$ cat src/rtl/ppu_pkg.sv
// Shared timing constants, VRAM map bases and arbiter state type for the PPU scan controller.
package ppu_pkg;

  localparam int VRAM_AW = 13;

  localparam logic [7:0] H_ACTIVE = 8'd160;
  localparam logic [7:0] H_TOTAL  = 8'd228;
  localparam logic [7:0] V_ACTIVE = 8'd144;
  localparam logic [7:0] V_TOTAL  = 8'd154;
  localparam logic [7:0] H_LAST   = H_TOTAL - 8'd1;
  localparam logic [7:0] V_LAST   = V_TOTAL - 8'd1;
  localparam int         PIPE_LAT = 3;

  localparam logic [VRAM_AW-1:0] TILE_SET_BASE  = 13'h0000;
  localparam logic [VRAM_AW-1:0] SPRITES_BASE   = 13'h1300;
  localparam logic [VRAM_AW-1:0] PAL_SET_BASE   = 13'h1400;
  localparam logic [VRAM_AW-1:0] PAL_MAP_BASE   = 13'h1600;
  localparam logic [VRAM_AW-1:0] TILE_MAP0_BASE = 13'h1800;
  localparam logic [VRAM_AW-1:0] TILE_MAP1_BASE = 13'h1C00;

  typedef enum logic [1:0] {
    IDLE,
    ACCESS,
    DONE
  } arb_state_t;

  function automatic logic in_active(input logic [7:0] h, input logic [7:0] v);
    return (h < H_ACTIVE) && (v < V_ACTIVE);
  endfunction

  // Whether the raster position k cycles ahead of (h,v) lies in the visible region.
  function automatic logic active_ahead(input logic [7:0] h, input logic [7:0] v,
                                        input logic [1:0] k);
    logic [7:0] ha;
    logic [7:0] va;
    ha = h + {6'd0, k};
    va = v;
    if (ha >= H_TOTAL) begin
      ha = ha - H_TOTAL;
      va = (v == V_LAST) ? 8'd0 : v + 8'd1;
    end
    return in_active(ha, va);
  endfunction

endpackage

$ cat src/rtl/ppu_scan_ctrl_if.sv
// CPU-side VRAM request bus: request held with address/data until the one-cycle ack.
interface ppu_scan_ctrl_if;

  logic                        cpu_req;
  logic                        cpu_we;
  logic [ppu_pkg::VRAM_AW-1:0] cpu_addr;
  logic [7:0]                  cpu_wdata;
  logic                        cpu_ack;
  logic [7:0]                  cpu_rdata;

  modport master (
    output cpu_req, cpu_we, cpu_addr, cpu_wdata,
    input  cpu_ack, cpu_rdata
  );

  modport slave (
    input  cpu_req, cpu_we, cpu_addr, cpu_wdata,
    output cpu_ack, cpu_rdata
  );

endinterface

$ cat src/rtl/ppu_raster_timer.sv
// Raster position counters, blanking flags and the fetch-pipeline occupancy shift register.
module ppu_raster_timer
  import ppu_pkg::*;
(
  input  logic       clk,
  input  logic       rst,
  output logic [7:0] h_cnt,
  output logic [7:0] v_cnt,
  output logic       active,
  output logic       hblank,
  output logic       vblank,
  output logic       frame_start,
  output logic       pix_valid,
  output logic       pipe_busy
);

  logic [PIPE_LAT-1:0] act_sr;

  always_ff @(posedge clk) begin
    if (rst) begin
      h_cnt  <= 8'd0;
      v_cnt  <= 8'd0;
      act_sr <= '0;
    end else begin
      act_sr <= {act_sr[PIPE_LAT-2:0], active};
      if (h_cnt == H_LAST) begin
        h_cnt <= 8'd0;
        v_cnt <= (v_cnt == V_LAST) ? 8'd0 : v_cnt + 8'd1;
      end else begin
        h_cnt <= h_cnt + 8'd1;
      end
    end
  end

  // frame_start is held low while reset is asserted even though the counters sit at the origin.
  always_comb begin
    active      = in_active(h_cnt, v_cnt);
    hblank      = (h_cnt >= H_ACTIVE);
    vblank      = (v_cnt >= V_ACTIVE);
    frame_start = !rst && (h_cnt == 8'd0) && (v_cnt == 8'd0);
    pix_valid   = act_sr[PIPE_LAT-1];
    pipe_busy   = |act_sr;
  end

endmodule

$ cat src/rtl/ppu_scan_ctrl.sv
// PPU raster sequencer and VRAM arbiter; CPU gets the VRAM port only in blanking with the pipe drained.
// Optional sticky vblank interrupt when PPU_VBLANK_IRQ_EN is defined.
module ppu_scan_ctrl
  import ppu_pkg::*;
(
  input  logic               clk,
  input  logic               rst,
  ppu_scan_ctrl_if.slave     cpu,
  input  logic [7:0]         scroll_x_in,
  input  logic [7:0]         scroll_y_in,
  output logic [7:0]         x_view,
  output logic [7:0]         y_view,
  output logic [7:0]         x_offset,
  output logic [7:0]         y_offset,
  output logic               hblank,
  output logic               vblank,
  output logic               pix_valid,
  output logic               frame_start,
  output logic               vram_owner,
  output logic               vram_we,
  output logic [VRAM_AW-1:0] vram_addr,
  output logic [7:0]         vram_wdata,
  input  logic [7:0]         vram_rdata
`ifdef PPU_VBLANK_IRQ_EN
  ,
  output logic               vblank_irq,
  input  logic               irq_clr
`endif
);

  logic [7:0] h_cnt;
  logic [7:0] v_cnt;
  logic       active;
  logic       pipe_busy;
  logic       grant_ok;
  logic       frame_last;
  arb_state_t state;
  logic       ack_q;
  logic       rd_q;
  logic [7:0] rdata_q;

  ppu_raster_timer u_timer (
    .clk         (clk),
    .rst         (rst),
    .h_cnt       (h_cnt),
    .v_cnt       (v_cnt),
    .active      (active),
    .hblank      (hblank),
    .vblank      (vblank),
    .frame_start (frame_start),
    .pix_valid   (pix_valid),
    .pipe_busy   (pipe_busy)
  );

  // The grant window must also cover the ACCESS and DONE cycles that follow, hence the lookahead.
  always_comb begin
    x_view     = active ? h_cnt : 8'd0;
    y_view     = v_cnt;
    frame_last = (h_cnt == H_LAST) && (v_cnt == V_LAST);
    grant_ok   = !active && !pipe_busy &&
                 !active_ahead(h_cnt, v_cnt, 2'd1) &&
                 !active_ahead(h_cnt, v_cnt, 2'd2);
  end

  always_ff @(posedge clk) begin
    if (rst) begin
      x_offset <= 8'd0;
      y_offset <= 8'd0;
    end else if (frame_last) begin
      x_offset <= scroll_x_in;
      y_offset <= scroll_y_in;
    end
  end

  always_ff @(posedge clk) begin
    if (rst) begin
      state      <= IDLE;
      vram_owner <= 1'b0;
      vram_we    <= 1'b0;
      vram_addr  <= '0;
      vram_wdata <= 8'd0;
      ack_q      <= 1'b0;
      rd_q       <= 1'b0;
      rdata_q    <= 8'd0;
    end else begin
      vram_owner <= 1'b0;
      vram_we    <= 1'b0;
      vram_addr  <= '0;
      vram_wdata <= 8'd0;
      ack_q      <= 1'b0;
      case (state)
        IDLE: begin
          if (cpu.cpu_req && grant_ok) begin
            state      <= ACCESS;
            vram_owner <= 1'b1;
            vram_we    <= cpu.cpu_we;
            vram_addr  <= cpu.cpu_addr;
            vram_wdata <= cpu.cpu_wdata;
            rd_q       <= !cpu.cpu_we;
          end
        end
        ACCESS: begin
          state <= DONE;
          ack_q <= 1'b1;
        end
        DONE: begin
          state <= IDLE;
          if (rd_q) rdata_q <= vram_rdata;
        end
        default: state <= IDLE;
      endcase
    end
  end

  // VRAM returns read data during DONE, so the ack cycle forwards it directly and rdata_q holds it after.
  assign cpu.cpu_ack   = ack_q;
  assign cpu.cpu_rdata = (ack_q && rd_q) ? vram_rdata : rdata_q;

`ifdef PPU_VBLANK_IRQ_EN
  always_ff @(posedge clk) begin
    if (rst) begin
      vblank_irq <= 1'b0;
    end else if ((h_cnt == 8'd0) && (v_cnt == V_ACTIVE)) begin
      vblank_irq <= 1'b1;
    end else if (irq_clr) begin
      vblank_irq <= 1'b0;
    end
  end
`endif

  owner_outside_active: assert property (@(posedge clk) disable iff (rst)
    vram_owner |-> !(active || pipe_busy));

endmodule

$ cat src/flat_wrapper.sv
// flat-port wrapper written by rule: the top's interface ports become plain ports
module ppu_scan_ctrl_flat import ppu_pkg::*;
  (clk, rst, scroll_x_in, scroll_y_in, x_view, y_view, x_offset, y_offset, hblank, vblank, pix_valid, frame_start, vram_owner, vram_we, vram_addr, vram_wdata, vram_rdata, cpu_cpu_req, cpu_cpu_we, cpu_cpu_addr, cpu_cpu_wdata, cpu_cpu_ack, cpu_cpu_rdata);
  ppu_scan_ctrl_if cpu_i ();
  input  logic clk;
  input  logic rst;
  input  logic [7:0] scroll_x_in;
  input  logic [7:0] scroll_y_in;
  output logic [7:0] x_view;
  output logic [7:0] y_view;
  output logic [7:0] x_offset;
  output logic [7:0] y_offset;
  output logic hblank;
  output logic vblank;
  output logic pix_valid;
  output logic frame_start;
  output logic vram_owner;
  output logic vram_we;
  output logic [VRAM_AW-1:0] vram_addr;
  output logic [7:0] vram_wdata;
  input  logic [7:0] vram_rdata;
  input wire logic [$bits(cpu_i.cpu_req)-1:0] cpu_cpu_req;
  input wire logic [$bits(cpu_i.cpu_we)-1:0] cpu_cpu_we;
  input wire logic [$bits(cpu_i.cpu_addr)-1:0] cpu_cpu_addr;
  input wire logic [$bits(cpu_i.cpu_wdata)-1:0] cpu_cpu_wdata;
  output wire logic [$bits(cpu_i.cpu_ack)-1:0] cpu_cpu_ack;
  output wire logic [$bits(cpu_i.cpu_rdata)-1:0] cpu_cpu_rdata;
  assign cpu_i.cpu_req = cpu_cpu_req;
  assign cpu_i.cpu_we = cpu_cpu_we;
  assign cpu_i.cpu_addr = cpu_cpu_addr;
  assign cpu_i.cpu_wdata = cpu_cpu_wdata;
  assign cpu_cpu_ack = cpu_i.cpu_ack;
  assign cpu_cpu_rdata = cpu_i.cpu_rdata;
  ppu_scan_ctrl u_core (.clk(clk), .rst(rst), .cpu(cpu_i), .scroll_x_in(scroll_x_in), .scroll_y_in(scroll_y_in), .x_view(x_view), .y_view(y_view), .x_offset(x_offset), .y_offset(y_offset), .hblank(hblank), .vblank(vblank), .pix_valid(pix_valid), .frame_start(frame_start), .vram_owner(vram_owner), .vram_we(vram_we), .vram_addr(vram_addr), .vram_wdata(vram_wdata), .vram_rdata(vram_rdata));
endmodule
$ cat config.mk
export PLATFORM = sky130hd
export DESIGN_NAME = ppu_scan_ctrl_flat
export DESIGN_NICKNAME = d
export VERILOG_FILES = /design/src/rtl/ppu_pkg.sv /design/src/rtl/ppu_scan_ctrl_if.sv /design/src/rtl/ppu_raster_timer.sv /design/src/rtl/ppu_scan_ctrl.sv /design/src/flat_wrapper.sv
export SDC_FILE = /design/constraint.sdc
export NUM_CORES = 1
export LEC_CHECK = 0
export BUFFER_PORTS_ARGS = -buffer_cell sky130_fd_sc_hd__buf_4
export CORE_ASPECT_RATIO = 0.75
export CORE_MARGIN = 5
export CORE_UTILIZATION = 54
export CTS_CLUSTER_SIZE = 30
export DETAILED_ROUTE_END_ITERATION = 10
export PLACE_DENSITY = 0.84
export RECOVER_POWER = 100
export SLEW_MARGIN = 20
export SYNTH_ARGS = -nofsm -noshare
export SYNTH_HDL_FRONTEND = slang
export SYNTH_HIERARCHICAL = 1
export SYNTH_SLANG_ARGS = --single-unit
$ cat constraint.sdc
create_clock -name clk -period 5.4 [get_ports clk]
set_input_delay 0.27 -clock clk [delete_from_list [all_inputs] [get_ports clk]]
set_output_delay 0.27 -clock clk [all_outputs]
set_load 0.01 [all_outputs]
# After elaboration in Yosys (flattened, before gate mapping)
# Index checks and enable logic that the tools add are counted.
dict set report op_classes {
  add_sub_neg 5
  n_lt_le_gt_ge 10
  n_eq_ne 5
  mux 11
  bitwise 2
  reduce_logical 26
}
# cell count
set ops {}
lappend ops {{$mux W8} 7}
lappend ops {{$lt A8 B8 Y1 const B} 6}
lappend ops {{$ge A8 B8 Y1 const B} 4}
lappend ops {{$add A8 B1 Y8 const B} 2}
lappend ops {{$eq A8 B8 Y1 const B} 2}
lappend ops {{$logic_not A8 Y1} 2}
lappend ops {{$sub A8 B8 Y8 const B} 2}
lappend ops {{$logic_and A1 B1 Y1} 11}
lappend ops {{$add A8 B2 Y8 const B} 1}
lappend ops {{$logic_not A1 Y1} 6}
lappend ops {{$reduce_or A3 Y1} 2}
lappend ops {{$pmux W2 S2} 1}
lappend ops {{$reduce_and A2 Y1} 2}
lappend ops {{$reduce_or A2 Y1} 2}
lappend ops {{$eq A2 B1 Y1 const B} 1}
lappend ops {{$eq A2 B2 Y1 const B} 1}
lappend ops {{$logic_not A2 Y1} 1}
lappend ops {{$mux W1} 2}
lappend ops {{$mux W2} 1}
lappend ops {{$ne A2 B1 Y1 const B} 1}
lappend ops {{$not A1 Y1} 2}
dict set report totals {
  ff_bits 70
  input_bits 49
  output_inout_bits 68
}

# Logic depth before layout (Yosys ltp)
dict set report logic_depth {
  ltp_word 11
  mapped_depth 9
  depth_no_buf 8
}

# Hierarchy
# The synthesis kept the hierarchy.
# mod instances cells_each area_per_inst_um2 seq_area_each_um2
set by_module_without_submodules {}
lappend by_module_without_submodules {ppu_scan_ctrl 1 253 2461.1 1021.0}
lappend by_module_without_submodules {ppu_raster_timer 1 106 979.7 380.4}

# Worst setup path after synthesis
# No wires, ideal clock.
dict set report synth_timing {
  kind {reg2reg}
  startpoint {reg u_core.u_timer.v_cnt[4]}
  endpoint {reg u_core.rd_q}
  setup_time_ns 0.121
  arrival_time_ns 2.239
  required_time_ns 5.279
  setup_slack_ns 3.040
  stages_incl_launch_ff 9
  n_path_buf 0
  period_less_slack_ns 2.360
  cell_sequence {dfxtp_1 > or3_1 > and2_1 > nor2_1 > nor4_1 > nand2_1 > nor4_1 > o2111ai_4 > mux2_4}
}
dict set report synth_between {
  word_cells_on_any_way 19
  cone_classes {add/sub: 1; order compare: 3; eq/ne: 1; mux: 3; reduce/logical: 11}
}
# item line
set synth_rtl {}
lappend synth_rtl {{start, declared} ppu_raster_timer.sv:8} ;# output logic [7:0] v_cnt,
lappend synth_rtl {{start signal, assigned} ppu_raster_timer.sv:28} ;# v_cnt <= (v_cnt == V_LAST) ? 8'd0 : v_cnt + 8'd1;
lappend synth_rtl {{$lt A8 B8 Y1} ppu_pkg.sv:28} ;# return (h < H_ACTIVE) && (v < V_ACTIVE);
lappend synth_rtl {{$logic_and A1 B1 Y1} ppu_pkg.sv:28}
lappend synth_rtl {{via u_core.active} ppu_scan_ctrl.sv:33} ;# logic active;
lappend synth_rtl {{$logic_not A1 Y1} ppu_scan_ctrl.sv:60} ;# grant_ok = !active && !pipe_busy &&
lappend synth_rtl {{$logic_and A1 B1 Y1 (2 in series)} ppu_scan_ctrl.sv:60}
lappend synth_rtl {{$logic_and A1 B1 Y1} ppu_scan_ctrl.sv:61} ;# !active_ahead(h_cnt, v_cnt, 2'd1) &&
lappend synth_rtl {{$logic_and A1 B1 Y1} ppu_scan_ctrl.sv:93} ;# if (cpu.cpu_req && grant_ok) begin
lappend synth_rtl {{$reduce_and A2 Y1 (no line)} -}
lappend synth_rtl {{end signal, assigned} ppu_scan_ctrl.sv:99} ;# rd_q <= !cpu.cpu_we;
lappend synth_rtl {{end, declared} ppu_scan_ctrl.sv:39} ;# logic rd_q;
# The timed path passes the listed nets, and every way through them passes these cells.
# A chain may end at the register's enable or synchronous reset.

# Worst setup path in the final report
dict set report layout_timing {
  startpoint {reg u_core.u_timer.h_cnt[5]}
  endpoint {reg u_core.rd_q}
}
dict set report layout_between {
  word_cells_on_any_way 26
  cone_classes {add/sub: 4; order compare: 7; mux: 4; reduce/logical: 11}
}
# item line
set layout_rtl {}
lappend layout_rtl {{start, declared} ppu_raster_timer.sv:7} ;# output logic [7:0] h_cnt,
lappend layout_rtl {{start signal, assigned} ppu_raster_timer.sv:30} ;# h_cnt <= h_cnt + 8'd1;
lappend layout_rtl {{$lt A8 B8 Y1} ppu_pkg.sv:28}
lappend layout_rtl {{$logic_and A1 B1 Y1} ppu_pkg.sv:28}
lappend layout_rtl {{via u_core.active} ppu_scan_ctrl.sv:33}
lappend layout_rtl {{$logic_not A1 Y1} ppu_scan_ctrl.sv:60}
lappend layout_rtl {{$logic_and A1 B1 Y1 (2 in series)} ppu_scan_ctrl.sv:60}
lappend layout_rtl {{$logic_and A1 B1 Y1} ppu_scan_ctrl.sv:61}
lappend layout_rtl {{$logic_and A1 B1 Y1} ppu_scan_ctrl.sv:93}
lappend layout_rtl {{$reduce_and A2 Y1 (no line)} -}
# The timed path passes the listed nets, and every way through them passes these cells.

==> flow_summary.json <==
{
  "status": "complete, but fails checks",
  "failed_checks": "capacitance limit, slew limit",
  "ant_nets": 0,
  "critPathMaxFanout": 25,
  "min_to": "u_core/rdata_q[0]",
  "areaGrowthSynthToFinish_pct": 21.09,
  "hold_depth": 3,
  "cts_setup_buffers": 0,
  "use_met2": 0.3444,
  "p_int_mw": 0.8239,
  "ys_seq_area_frac": 0.4073,
  "wire_per_inst_um": 15.56,
  "fin_ws_ps": 2388,
  "htreeDepth": 3,
  "crit_arrival_ps": 3240,
  "worstMarginPinSlew_ps": 2789,
  "crit_top_cell": "nor4_1",
  "cts_tree": "built",
  "grt_setup_unrepaired": "false",
  "ys_seq_elements": 70,
  "post-synth-top-count-cell": "dfxtp_1",
  "setup_viol": 0,
  "clock_skew_ps": 8.824,
  "grt_pass1_vias": 2795,
  "first_iter_violations": 148,
  "start_kind": "flip-flop",
  "p_sw_mw": 0.2524,
  "dp_hpwl_mm": 6.032,
  "cts_buffer_depth": 2,
  "synth_ff_type": "dfxtp_1",
  "synth_commonest_cells": "dfxtp_1 (70), nand2_1 (45), nor2_1 (27)",
  "syn_area_mm2": 0.003441,
  "slew_headroom": -0.8591,
  "synth-compound-area-share": 0.09564,
  "diodes": 0,
  "pwr-share-seq": 0.492,
  "busiest_layer": "met2",
  "fin_tns_setup_ps": 0,
  "cp_cell_sequence": "o21a_1, nor2_1, nor4_1, nand2_1, nor4_1, o2111ai_4, mux2_1",
  "hp-start": "vram_rdata[0]",
  "use_met1": 0.2752,
  "r2r_end": "u_core/rd_q",
  "synthXorXnorAreaFrac": 0.03309,
  "die_area_mm2": 0.008085,
  "fmax_mhz": 332.0,
  "wl_mm": 8.544,
  "cts-buffers-inserted": 9,
  "route.detailed.drc": 0,
  "p_comb_frac": 0.062,
  "maxSlewViolCount": 67,
  "clk_latency_ps": 340,
  "synthCells": 359,
  "initial_core_util": 0.5500,
  "hp-class": "in2reg",
  "cts-root-buf": "clkbuf_8",
  "die_w_um": 102.2,
  "reg2regPathDepth": 7,
  "whs_ps": 176.0,
  "gp_congestion": 0.8770,
  "synth.area.mux_share": 0.05964,
  "swShare": 0.2345,
  "core_area_mm2": 0.006256,
  "std_cell_rows": 25,
  "p_per_area_mw_per_mm2": 258.3,
  "synth_top_area_cell": "dfxtp_1",
  "cp_slowest_cell": "dfxtp_1",
  "yosys.area_share.simple": 0.3280,
  "track_usage": 0.2114,
  "worstReg2RegStart": "u_core/u_timer/h_cnt[5]",
  "min_period_ps": 3012,
  "fin_area_mm2": 0.004167,
  "drive_gt1_frac": 0.2051,
  "grt_max_degree": 67,
  "yosys_warnings": 6,
  "r2r_setup_slack_ps": 2390,
  "static-leakage-power_nw": 1.592,
  "critical_path_class": "reg2reg",
  "hold_viol": 0,
  "maxCapViolations": 1,
  "finalCritPeriodShare": 0.5577,
  "synth.avg_cell_area_um2": 9.584,
  "required_ps": 5620,
  "overflow": 0,
  "port_buffers": 116,
  "syn_nets": 415,
  "synth_edf_count": 0,
  "pre_cts_ws_ps": 2298,
  "place_area_mm2": 0.004264,
  "fin_util": 0.6660,
  "synthDominantCellAreaShare": 0.4073,
  "synthAdderAreaFrac": 0.02545,
  "vias": 2935,
  "vias_per_cell": 5.346,
  "crit_path_end_kind": "flip-flop",
  "met3_usage": 0.06848,
  "nNetsFinal": 519,
  "hold_buffers": 0,
  "clkTransAtPathRegs_ps": 80,
  "post_cts_resized": 0,
  "power_frac_clock": 0.446,
  "grt_first_pass_wirelength_mm": 13.71,
  "synthTopCellsByArea": "dfxtp_1 (41%), nor3b_2 (6.5%), nand2_1 (4.9%)",
  "ys_types": 57,
  "antenna_found_initial": 0,
  "clock_sinks": 70,
  "boundaryPins": 117,
  "drtPass1Iterations": 4,
  "ir_worst_vdd_v": 0.0001818,
  "async_reset_ff_frac": 0,
  "cp_slowest_stage_delay_ps": 760,
  "synth_top_family_by_area": "simple AND/OR/NAND/NOR gates",
  "dieHeight_um": 79.13
}
-- metrics by stage --
step	power, mW	std cells
after floorplan	0.5748	359
after global placement	0.6108	533
after detailed placement	0.6116	533
after CTS	1.091	549
after global routing	1.119	549
final	1.076	549
-- final cells by class --
cell class / instances / area [um^2]
Fill cell: 540 / 2090
Multi-Input combinational cell: 259 / 1759
Sequential cell: 70 / 1401
Timing Repair Buffer: 116 / 649.4
Clock buffer: 9 / 123.9
Clock inverter: 7 / 105.1
Tap cell: 81 / 101.3
Inverter: 7 / 26.28
-- critical path: cells and delay by family, from the launching register on --
family | cells | cell delay [ps]
mux | 1 | 460
compound gates | 2 | 680
simple gates | 4 | 960
flops | 1 | 760
-- sequential cells by signal, indices dropped and copies added (netlist names) --
signal	cells
u_core/vram_owner	1
u_core/x_offset	8
u_core/u_timer/act_sr	3
u_core/vram_addr	13
u_core/y_offset	8
u_core/vram_wdata	8
u_core/u_timer/v_cnt	8
u_core/state	2
u_core/cpu.cpu_ack	1
u_core/rdata_q	8
u_core/u_timer/h_cnt	8
u_core/rd_q	1
u_core/vram_we	1
-- cells by family after synthesis --
family | Yosys count
simple gates | 174
flops | 70
compound gates | 46
buf+inv | 30
mux | 19
xor+xnor | 13
fa+ha+maj | 7
-- cell usage in the layout, fill, tap and decap left out, types with 10 or more instances in the layout --
cell type | netlist | layout
dfxtp_1 | 70 | 70
nand2_1 | 45 | 45
nand3_1 | 13 | 13
nor3b_1 | 7 | 25
buf_4 | 6 | 57
nor2_1 | 27 | 27
xnor2_1 | 11 | 11
clkbuf_1 | 10 | 59
nor3_1 | 12 | 12
a21oi_1 | 24 | 24
mux2i_1 | 10 | 10
-- how the worst max path moves through the flow --
stage,slack (ps),startpoint,endpoint,depth (start not counted)
2_1_floorplan,3040,u_core/u_timer/v_cnt[4],u_core/rd_q,8
3_3_place_gp,2380,u_core/u_timer/h_cnt[5],u_core/rd_q,7
3_5_place_dp,2300,u_core/u_timer/h_cnt[5],u_core/rd_q,7
4_1_cts,2260,u_core/u_timer/h_cnt[5],u_core/rd_q,7
5_1_grt,2060,rst,frame_start,5
6_report,2390,u_core/u_timer/h_cnt[5],u_core/rd_q,7
-- power groups by stage --
| stage | Combinational [mW] | Sequential, mW | Clock [mW] |
|---|---|---|---|
| after floorplan | 0.0380 | 0.537 | 0 |
| after global placement | 0.0704 | 0.540 | 0 |
| after detailed placement | 0.0707 | 0.541 | 0 |
| after CTS | 0.0713 | 0.529 | 0.491 |
| after global routing | 0.0733 | 0.530 | 0.516 |
| final | 0.0667 | 0.529 | 0.481 |
-- layer usage --
layer,wire length [um],part of all wire
met1,3576,0.42
met2,4129,0.48
met3,782,0.092
met4,57,0.0067
met5,0,0
Power figures use the tool's default switching activity.
